==> src/rtl/oled_pkg.sv <==
// Shared definitions for the OLED pixel streamer.
//   - Panel geometry defaults and RGB565 colour constants for renderers.
//   - SSD1331 init command list (sent with dc=0 before streaming).
//   - Top-level FSM state encoding.
package oled_pkg;

   localparam int OLED_WIDTH  = 96;
   localparam int OLED_HEIGHT = 64;

   localparam logic [15:0] BLACK = 16'h0000;
   localparam logic [15:0] WHITE = 16'hFFFF;
   localparam logic [15:0] RED   = 16'hF800;
   localparam logic [15:0] GREEN = 16'h07E0;
   localparam logic [15:0] BLUE  = 16'h001F;

   // Display off, remap/colour depth, start line, offset, normal mode,
   // multiplex ratio, master config, column window 0..95, row window 0..63,
   // display on. Index 0 is sent first.
   localparam int INIT_LEN = 19;
   localparam logic [0:INIT_LEN-1][7:0] INIT_ROM = {
      8'hAE, 8'hA0, 8'h72, 8'hA1, 8'h00, 8'hA2, 8'h00, 8'hA4, 8'hA8, 8'h3F,
      8'hAD, 8'h8E, 8'h15, 8'h00, 8'h5F, 8'h75, 8'h00, 8'h3F, 8'hAF
   };

   typedef enum logic [1:0] {
      ST_RESET_LOW  = 2'd0,
      ST_RESET_WAIT = 2'd1,
      ST_CMD        = 2'd2,
      ST_STREAM     = 2'd3
   } state_e;

endpackage

==> src/rtl/oled_pixel_streamer_if.sv <==
// Pixel/panel bundle of the OLED streamer.
//   Renderer side : x, y (scan position), oled_data (RGB565 for x,y),
//                   sample_pixel, frame_begin, ready.
//   Pmod side     : cs_n, sclk, mosi, dc, res_n.
// master = the streamer, slave = renderer mux plus panel pins.
interface oled_pixel_streamer_if;
   logic [6:0]  x;
   logic [5:0]  y;
   logic [15:0] oled_data;
   logic        sample_pixel;
   logic        frame_begin;
   logic        ready;
   logic        cs_n;
   logic        sclk;
   logic        mosi;
   logic        dc;
   logic        res_n;

   modport master (
      output x, y, sample_pixel, frame_begin, ready,
      output cs_n, sclk, mosi, dc, res_n,
      input  oled_data
   );

   modport slave (
      input  x, y, sample_pixel, frame_begin, ready,
      input  cs_n, sclk, mosi, dc, res_n,
      output oled_data
   );
endinterface

==> src/rtl/spi_byte_tx.sv <==
// SPI mode 3 byte transmitter, MSB first.
//   start/byte_in : load a byte; accepted when idle or on the done_pulse clk,
//                   so bytes can run back-to-back with no gap.
//   sclk/mosi     : sclk idles high; a byte is 16 half-periods of CLK_DIV clks,
//                   low half first, so the 8th rising edge opens the last half.
//   busy          : byte in flight.
//   done_pulse    : last clk of the byte (combinational).
module spi_byte_tx #(
   parameter int CLK_DIV = 2
) (
   input  logic       clk,
   input  logic       rst_n,
   input  logic       start,
   input  logic [7:0] byte_in,
   output logic       sclk,
   output logic       mosi,
   output logic       busy,
   output logic       done_pulse
);

   localparam int DW = (CLK_DIV > 1) ? $clog2(CLK_DIV) : 1;
   localparam logic [DW-1:0] DIV_LAST = DW'(CLK_DIV - 1);

   logic [DW-1:0] div_q, div_d;
   logic [3:0]    half_q, half_d;
   logic [6:0]    sh_q, sh_d;
   logic          sclk_q, sclk_d;
   logic          mosi_q, mosi_d;
   logic          busy_q, busy_d;

   always_comb begin
      div_d      = div_q;
      half_d     = half_q;
      sh_d       = sh_q;
      sclk_d     = sclk_q;
      mosi_d     = mosi_q;
      busy_d     = busy_q;
      done_pulse = busy_q && (div_q == DIV_LAST) && (half_q == 4'd15);

      if (busy_q) begin
         if (div_q == DIV_LAST) begin
            div_d = '0;
            if (half_q == 4'd15) begin
               // leave sclk high; a restart below pulls it low again
               busy_d = 1'b0;
            end else begin
               half_d = half_q + 4'd1;
               sclk_d = ~sclk_q;
               // next bit goes out on the falling edge only
               if (sclk_q) begin
                  mosi_d = sh_q[6];
                  sh_d   = {sh_q[5:0], 1'b0};
               end
            end
         end else begin
            div_d = div_q + 1'b1;
         end
      end

      if (start && (!busy_q || done_pulse)) begin
         busy_d = 1'b1;
         div_d  = '0;
         half_d = 4'd0;
         sclk_d = 1'b0;
         mosi_d = byte_in[7];
         sh_d   = byte_in[6:0];
      end
   end

   always_ff @(posedge clk or negedge rst_n) begin
      if (!rst_n) begin
         div_q  <= '0;
         half_q <= 4'd0;
         sh_q   <= 7'd0;
         sclk_q <= 1'b1;
         mosi_q <= 1'b0;
         busy_q <= 1'b0;
      end else begin
         div_q  <= div_d;
         half_q <= half_d;
         sh_q   <= sh_d;
         sclk_q <= sclk_d;
         mosi_q <= mosi_d;
         busy_q <= busy_d;
      end
   end

   assign sclk = sclk_q;
   assign mosi = mosi_q;
   assign busy = busy_q;

endmodule

==> src/rtl/oled_pixel_streamer.sv <==
// SSD1331 PmodOLEDrgb front end.
//   clk, rst_n : system clock, async active-low reset.
//   bus        : oled_pixel_streamer_if.master (renderer x/y/oled_data,
//                sample/frame strobes, ready, and the Pmod SPI/reset pins).
// Sequence: hold res_n low, wait, send the init list as commands, then
// stream RGB565 pixels forever in raster order, two bytes per pixel.
module oled_pixel_streamer
   import oled_pkg::*;
#(
   parameter int WIDTH      = OLED_WIDTH,
   parameter int HEIGHT     = OLED_HEIGHT,
   parameter int CLK_DIV    = 2,
   parameter int RST_CYCLES = 16
) (
   input  logic                  clk,
   input  logic                  rst_n,
   oled_pixel_streamer_if.master bus
);

   if (WIDTH > 128 || HEIGHT > 64 || CLK_DIV < 1 || RST_CYCLES < 1) begin : g_bad_param
      $error("oled_pixel_streamer: parameter out of range");
   end

   localparam int RCW = (RST_CYCLES > 1) ? $clog2(RST_CYCLES) : 1;
   localparam logic [RCW-1:0] RST_LAST = RCW'(RST_CYCLES - 1);
   localparam logic [4:0]     ROM_END  = 5'(INIT_LEN);
   localparam logic [6:0]     X_LAST   = 7'(WIDTH - 1);
   localparam logic [5:0]     Y_LAST   = 6'(HEIGHT - 1);

   state_e        state_q, state_d;
   logic [RCW-1:0] rst_cnt_q, rst_cnt_d;
   logic [4:0]    rom_idx_q, rom_idx_d;
   logic          byte_sel_q, byte_sel_d;   // 0: next byte is a pixel's high byte
   logic [7:0]    lo_q, lo_d;               // low byte held from the sample clk
   logic [6:0]    x_q, x_d;
   logic [5:0]    y_q, y_d;

   logic       tx_start, tx_busy, tx_done, tx_free, sample;
   logic [7:0] tx_byte;

   assign tx_free = !tx_busy || tx_done;

   always_comb begin
      state_d    = state_q;
      rst_cnt_d  = rst_cnt_q;
      rom_idx_d  = rom_idx_q;
      byte_sel_d = byte_sel_q;
      lo_d       = lo_q;
      x_d        = x_q;
      y_d        = y_q;
      tx_start   = 1'b0;
      tx_byte    = 8'h00;
      sample     = 1'b0;

      case (state_q)
         ST_RESET_LOW, ST_RESET_WAIT: begin
            if (rst_cnt_q == RST_LAST) begin
               rst_cnt_d = '0;
               state_d   = (state_q == ST_RESET_LOW) ? ST_RESET_WAIT : ST_CMD;
            end else begin
               rst_cnt_d = rst_cnt_q + 1'b1;
            end
         end

         ST_CMD: begin
            // cs_n drops one clk before the first byte so it falls with sclk high
            if (tx_free) begin
               if (rom_idx_q != ROM_END) begin
                  tx_start  = 1'b1;
                  tx_byte   = INIT_ROM[rom_idx_q];
                  rom_idx_d = rom_idx_q + 5'd1;
               end else begin
                  state_d = ST_STREAM;
               end
            end
         end

         ST_STREAM: begin
            if (tx_free) begin
               tx_start   = 1'b1;
               byte_sel_d = ~byte_sel_q;
               if (!byte_sel_q) begin
                  // whole pixel is captured here; oled_data is ignored otherwise
                  sample  = 1'b1;
                  tx_byte = bus.oled_data[15:8];
                  lo_d    = bus.oled_data[7:0];
                  if (x_q == X_LAST) begin
                     x_d = 7'd0;
                     y_d = (y_q == Y_LAST) ? 6'd0 : y_q + 6'd1;
                  end else begin
                     x_d = x_q + 7'd1;
                  end
               end else begin
                  tx_byte = lo_q;
               end
            end
         end

         default: state_d = ST_RESET_LOW;
      endcase
   end

   always_ff @(posedge clk or negedge rst_n) begin
      if (!rst_n) begin
         state_q    <= ST_RESET_LOW;
         rst_cnt_q  <= '0;
         rom_idx_q  <= 5'd0;
         byte_sel_q <= 1'b0;
         lo_q       <= 8'h00;
         x_q        <= 7'd0;
         y_q        <= 6'd0;
      end else begin
         state_q    <= state_d;
         rst_cnt_q  <= rst_cnt_d;
         rom_idx_q  <= rom_idx_d;
         byte_sel_q <= byte_sel_d;
         lo_q       <= lo_d;
         x_q        <= x_d;
         y_q        <= y_d;
      end
   end

   spi_byte_tx #(.CLK_DIV(CLK_DIV)) u_tx (
      .clk       (clk),
      .rst_n     (rst_n),
      .start     (tx_start),
      .byte_in   (tx_byte),
      .sclk      (bus.sclk),
      .mosi      (bus.mosi),
      .busy      (tx_busy),
      .done_pulse(tx_done)
   );

   // Pin levels are decoded from the state flop so reset forces them at once.
   assign bus.res_n        = (state_q != ST_RESET_LOW);
   assign bus.cs_n         = (state_q == ST_RESET_LOW) || (state_q == ST_RESET_WAIT);
   assign bus.dc           = (state_q == ST_STREAM);
   assign bus.ready        = (state_q == ST_STREAM);
   assign bus.x            = x_q;
   assign bus.y            = y_q;
   assign bus.sample_pixel = sample;
   assign bus.frame_begin  = sample && (x_q == 7'd0) && (y_q == 6'd0);

endmodule
==> src/flat_wrapper.sv <==
// flat-port wrapper written by rule: the top's interface ports become plain ports
module oled_pixel_streamer_flat import oled_pkg::*;
#(
   parameter int WIDTH      = OLED_WIDTH,
   parameter int HEIGHT     = OLED_HEIGHT,
   parameter int CLK_DIV    = 2,
   parameter int RST_CYCLES = 16
)
  (clk, rst_n, bus_x, bus_y, bus_sample_pixel, bus_frame_begin, bus_ready, bus_cs_n, bus_sclk, bus_mosi, bus_dc, bus_res_n, bus_oled_data);
  oled_pixel_streamer_if bus_i ();
  input  logic clk;
  input  logic rst_n;
  output wire logic [$bits(bus_i.x)-1:0] bus_x;
  output wire logic [$bits(bus_i.y)-1:0] bus_y;
  output wire logic [$bits(bus_i.sample_pixel)-1:0] bus_sample_pixel;
  output wire logic [$bits(bus_i.frame_begin)-1:0] bus_frame_begin;
  output wire logic [$bits(bus_i.ready)-1:0] bus_ready;
  output wire logic [$bits(bus_i.cs_n)-1:0] bus_cs_n;
  output wire logic [$bits(bus_i.sclk)-1:0] bus_sclk;
  output wire logic [$bits(bus_i.mosi)-1:0] bus_mosi;
  output wire logic [$bits(bus_i.dc)-1:0] bus_dc;
  output wire logic [$bits(bus_i.res_n)-1:0] bus_res_n;
  input wire logic [$bits(bus_i.oled_data)-1:0] bus_oled_data;
  assign bus_x = bus_i.x;
  assign bus_y = bus_i.y;
  assign bus_sample_pixel = bus_i.sample_pixel;
  assign bus_frame_begin = bus_i.frame_begin;
  assign bus_ready = bus_i.ready;
  assign bus_cs_n = bus_i.cs_n;
  assign bus_sclk = bus_i.sclk;
  assign bus_mosi = bus_i.mosi;
  assign bus_dc = bus_i.dc;
  assign bus_res_n = bus_i.res_n;
  assign bus_i.oled_data = bus_oled_data;
  oled_pixel_streamer #(.WIDTH(WIDTH), .HEIGHT(HEIGHT), .CLK_DIV(CLK_DIV), .RST_CYCLES(RST_CYCLES)) u_core (.clk(clk), .rst_n(rst_n), .bus(bus_i));
endmodule
==> config.mk <==
export PLATFORM = sky130hd
export DESIGN_NAME = oled_pixel_streamer_flat
export DESIGN_NICKNAME = d
export VERILOG_FILES = /design/src/rtl/oled_pkg.sv /design/src/rtl/oled_pixel_streamer_if.sv /design/src/rtl/spi_byte_tx.sv /design/src/rtl/oled_pixel_streamer.sv /design/src/flat_wrapper.sv
export SDC_FILE = /design/constraint.sdc
export NUM_CORES = 1
export LEC_CHECK = 0
export CORE_MARGIN = 2
export CORE_UTILIZATION = 55
export DETAILED_ROUTE_END_ITERATION = 7
export PLACE_DENSITY = 0.87
export SLEW_MARGIN = 15
export SYNTH_ARGS = -nofsm -noshare
export SYNTH_HDL_FRONTEND = slang
export SYNTH_HIERARCHICAL = 1
export SYNTH_SLANG_ARGS = --single-unit
==> constraint.sdc <==
create_clock -name clk -period 2.9 [get_ports clk]
set_input_delay 0.58 -clock clk [delete_from_list [all_inputs] [get_ports clk]]
set_output_delay 0.58 -clock clk [all_outputs]
set_load 0.005 [all_outputs]
==> flow_metrics.py <==
metrics = {
    "detailed_routing": {
        "dr_wl_met2_mm": 2.99,
        "wire_per_inst_um": 15.2,
        "firstDrtPassIters": 4,
        "wl_mm": 6.09,
        "via_count": 2348,
        "maxUsedRoutingLayer": "met4",
        "drt-met1-wl_mm": 2.79,
        "drc": 0,
        "ant_nets": 0,
        "via_per_inst": 5.86,
        "drt_iter0_drc": 148,
        "wl_met3_um": 252,
    },
    "place": {
        "gp_congestion": 0.944,
        "dp.cells": 391,
        "io_buffer_count": 38,
        "dpl.hpwl_mm": 4.63,
        "dp_slack_ns": 0.245,
    },
    "setup_path": {
        "cp_slowest_cell": "clkdlybuf4s50_1",
        "r2r_slack_ns": 0.41,
        "required_ns": 2.32,
        "cp_cell_sequence": "ha_1 > nand3_1 > nor2_1 > and2b_4 > nor3_4 > buf_6 > clkdlybuf4s50_1",
        "startpoint": "u_core/u_tx/half_q[1]",
        "cpPeakStageDelay_ns": 0.49,
        "reg2reg_depth": 10,
        "end_kind": "output pin",
        "cp-endpoint": "bus_sample_pixel",
        "reg2reg_to": "u_core/u_tx/sh_q[4]",
        "cp.arrival_ns": 2.05,
        "critical_path_class": "reg -> out",
        "rr_startpoint": "u_core/u_tx/half_q[1]",
        "crit_family": "buffers and inverters",
        "critPathLaunchType": "flop",
        "crit_cells": 7,
        "crit_fanout": 4,
        "crit_buf_inv": 2,
    },
    "floorplanning": {
        "die_width_um": 77.2,
        "die_h_um": 77.2,
        "dieArea_mm2": 0.00595,
        "rows": 26,
        "core_area_mm2": 0.00514,
        "io_pins": 39,
        "initial_core_util_pct": 57.3,
    },
    "sta": {
        "rsz0062_at_grt": "false",
        "max_slew_margin_pct": 52.1,
        "period_share_pct": 90.7,
        "tightest_slew_ns": 0.713,
        "min_period_ns": 2.63,
        "slew_violations": 0,
        "setup_ws_ns": 0.269,
        "fmax_mhz": 380,
        "hold_viol_final": 0,
        "skew_ns": 0.00589,
        "finalSetupViolCount": 0,
        "finalSetupTns_ns": 0,
    },
    "synth": {
        "avgSynthCellArea_um2": 10.2,
        "dominantRegCellSynth": "dfrtp_1",
        "synth.area.top_cells": "dfrtp_1, ha_1, mux2_2",
        "synth_edf_count": 0,
        "netlist-cell-type-count": 55,
        "ys_ff_latch": 48,
        "synth.yosys.seq_area_share_pct": 40.8,
        "synth_cells": 290,
        "ys_async_sr_fraction_pct": 100,
        "ys.warnings.count": 6,
        "synth_top_area_cell": "dfrtp_1",
        "yosysTopAreaCellShare_pct": 39.9,
        "syn_area_mm2": 0.00294,
        "syn_nets": 323,
    },
    "final_layout": {
        "area_growth_pct": 18.8,
        "ff_latch_area_mm2": 0.00120,
        "fillers": 411,
        "drive_gt1_share_pct": 16.6,
        "finalNetCount": 363,
        "fin_cells": 401,
        "multiInputGateArea_mm2": 0.00161,
        "diodes": 0,
        "final_core_util_pct": 68.1,
    },
    "power_and_ir_drop": {
        "p_int_uw": 884,
        "pwr-share-comb_pct": 3.6,
        "switching_share_pct": 21.6,
        "p_clk_share_pct": 37.1,
        "ir_drop_uv": 341,
        "switchingPower_uw": 243,
        "pwr-share-seq_pct": 59.3,
        "leakagePower_uw": 0.00151,
        "p_per_area_mw_per_mm2": 322,
    },
    "grt": {
        "grt_pass1_vias": 2283,
        "grt_start_max_net_pins": 27,
        "antenna_found_initial": 0,
        "grt-ovfl-total": 0,
        "grt_first_pass_wirelength_mm": 10.8,
        "grt_use_total_pct": 22.4,
    },
    "hold_path": {
        "hold_class": "in -> async",
    },
    "clock_network": {
        "clock_latency_ns": 0.30,
        "cts_sinks": 48,
        "cts-root-buf": "clkbuf_8",
        "cts-buffers-inserted": 5,
        "h-tree-depth": 2,
        "clk_path_buf_depth": 2,
        "cts_tree": "yes",
        "path_clk_slew_ns": 0.09,
    },
    "flow_run": {
        "drv_cap": 0,
    },
    "run_status": {
        "status": "finished clean",
    },
}
[logic make-up (layout without fill, tap and decap cells)]
| group | Yosys count | in the layout | share of synthesized area (%) |
|---|---|---|---|
| buffers and inverters | 29 | 70 | 4.59 |
| AND/OR/NAND/NOR | 90 | 90 | 17.6 |
| XOR/XNOR | 12 | 12 | 3.57 |
| AO/OA/AOI/OAI | 72 | 72 | 18.0 |
| flip-flops | 48 | 48 | 40.8 |
| adder cells (fa/ha/maj) | 15 | 15 | 6.37 |
| multiplexers | 24 | 24 | 9.09 |
[Yosys cell counts, types with 4 or more instances]
cell and n:
a211oi_1 10, a211oi_2 6, a21oi_1 16, and3_1 5
clkbuf_1 6, dfrtp_1 47, ha_1 15, inv_1 14
mux2_2 12, mux2i_1 11, nand2_1 20, nand3_1 12
nor2_1 14, nor2b_1 4, nor3_1 11, o21ai_0 15
o22ai_1 5, or3_1 4, xnor2_1 9
[layer usage]
metal | vias up | GRT usage, %
li1 | 1129 | -
met1 | 1157 | 30.6
met2 | 55 | 36.3
met3 | 7 | 4.35
met4 | 0 | 6.25
met5 | - | 0
[area by class of cell]
cell class / count / area share (%)
Multi-Input combinational cell: 213 / 46.0
Clock buffer: 6 / 2.36
Inverter: 15 / 1.61
Tap cell: 70 / 2.50
Clock inverter: 2 / 0.429
Timing Repair Buffer: 47 / 12.7
Sequential cell: 48 / 34.4
[metrics by stage]
stage	area (um^2)	hold WS, ns	power (uW)
after detailed placement	3380	0.471	724
after global placement	3380	0.456	724
after CTS	3490	0.284	1140
after floorplan	2940	0.284	686
final	3500	0.267	1130
after global routing	3500	0.323	1180
[repair_timing]
| item | in CTS | in global routing |
|---|---|---|
| gates resized for setup | 3 | 1 |
| hold buffers | 0 | 0 |
| endpoints found under the setup margin | 1 | 1 |
| buffers inserted | 1 | 1 |
| endpoints found under the hold margin | 0 | 0 |
[power groups by stage]
stage	Clock, uW	Combinational (uW)	Sequential, uW
detailed placement	0	42.0	682
global placement	0	41.9	682
floorplan	0	3.65	682
global route	466	46.4	669
finish	418	40.7	669
CTS	433	42.1	669
[how the worst min path moves through the flow]
stage / endpoint / cells after the start / start / slack, ns
4_1_cts: u_core/bus.x[5] / 1 / rst_n / 0.28
3_5_place_dp: u_core/rst_cnt_q[3] / 1 / u_core/rst_cnt_q[3] / 0.47
3_3_place_gp: u_core/rst_cnt_q[3] / 1 / u_core/rst_cnt_q[3] / 0.46
6_report: u_core/bus.y[0] / 1 / rst_n / 0.27
2_1_floorplan: u_core/bus.x[0] / 0 / rst_n / 0.28
5_1_grt: u_core/rom_idx_q[4] / 1 / rst_n / 0.32
[cells in the final DEF, fill, tap and decap left out, types with 10 or more instances in the layout]
cell	Yosys	final
dfrtp_1	47	47
o21ai_0	15	15
inv_1	14	14
nand3_1	12	12
nor3_1	11	11
mux2i_1	11	11
a21oi_1	16	16
ha_1	15	15
nand2_1	20	20
nor2_1	14	14
clkdlybuf4s50_1	0	36
mux2_2	12	12
a211oi_1	10	10
[worst register-to-register path: cells and delay by family, from the launching register on]
kind	cells	cell delay, ns
AOI/OAI and AO/OA	3	0.81
adders and majority gates	1	0.18
buffers and inverters	1	0.14
DFF	1	0.38
and+or+nand+nor	5	0.90
[registers in the layout (all words and copies together), names as in the netlist]
name and count:
u_core/u_tx/mosi 1, u_core/u_tx/sh_q 7, u_core/u_tx/busy 1, u_core/lo_q 8
u_core/state_q 2, u_core/u_tx/sclk 1, u_core/bus.y 6, u_core/rst_cnt_q 4
u_core/byte_sel_q 1, u_core/bus.x 7, u_core/u_tx/half_q 4, u_core/rom_idx_q 5
u_core/u_tx/div_q 1
Note: power is estimated with default switching activity, not from simulation.
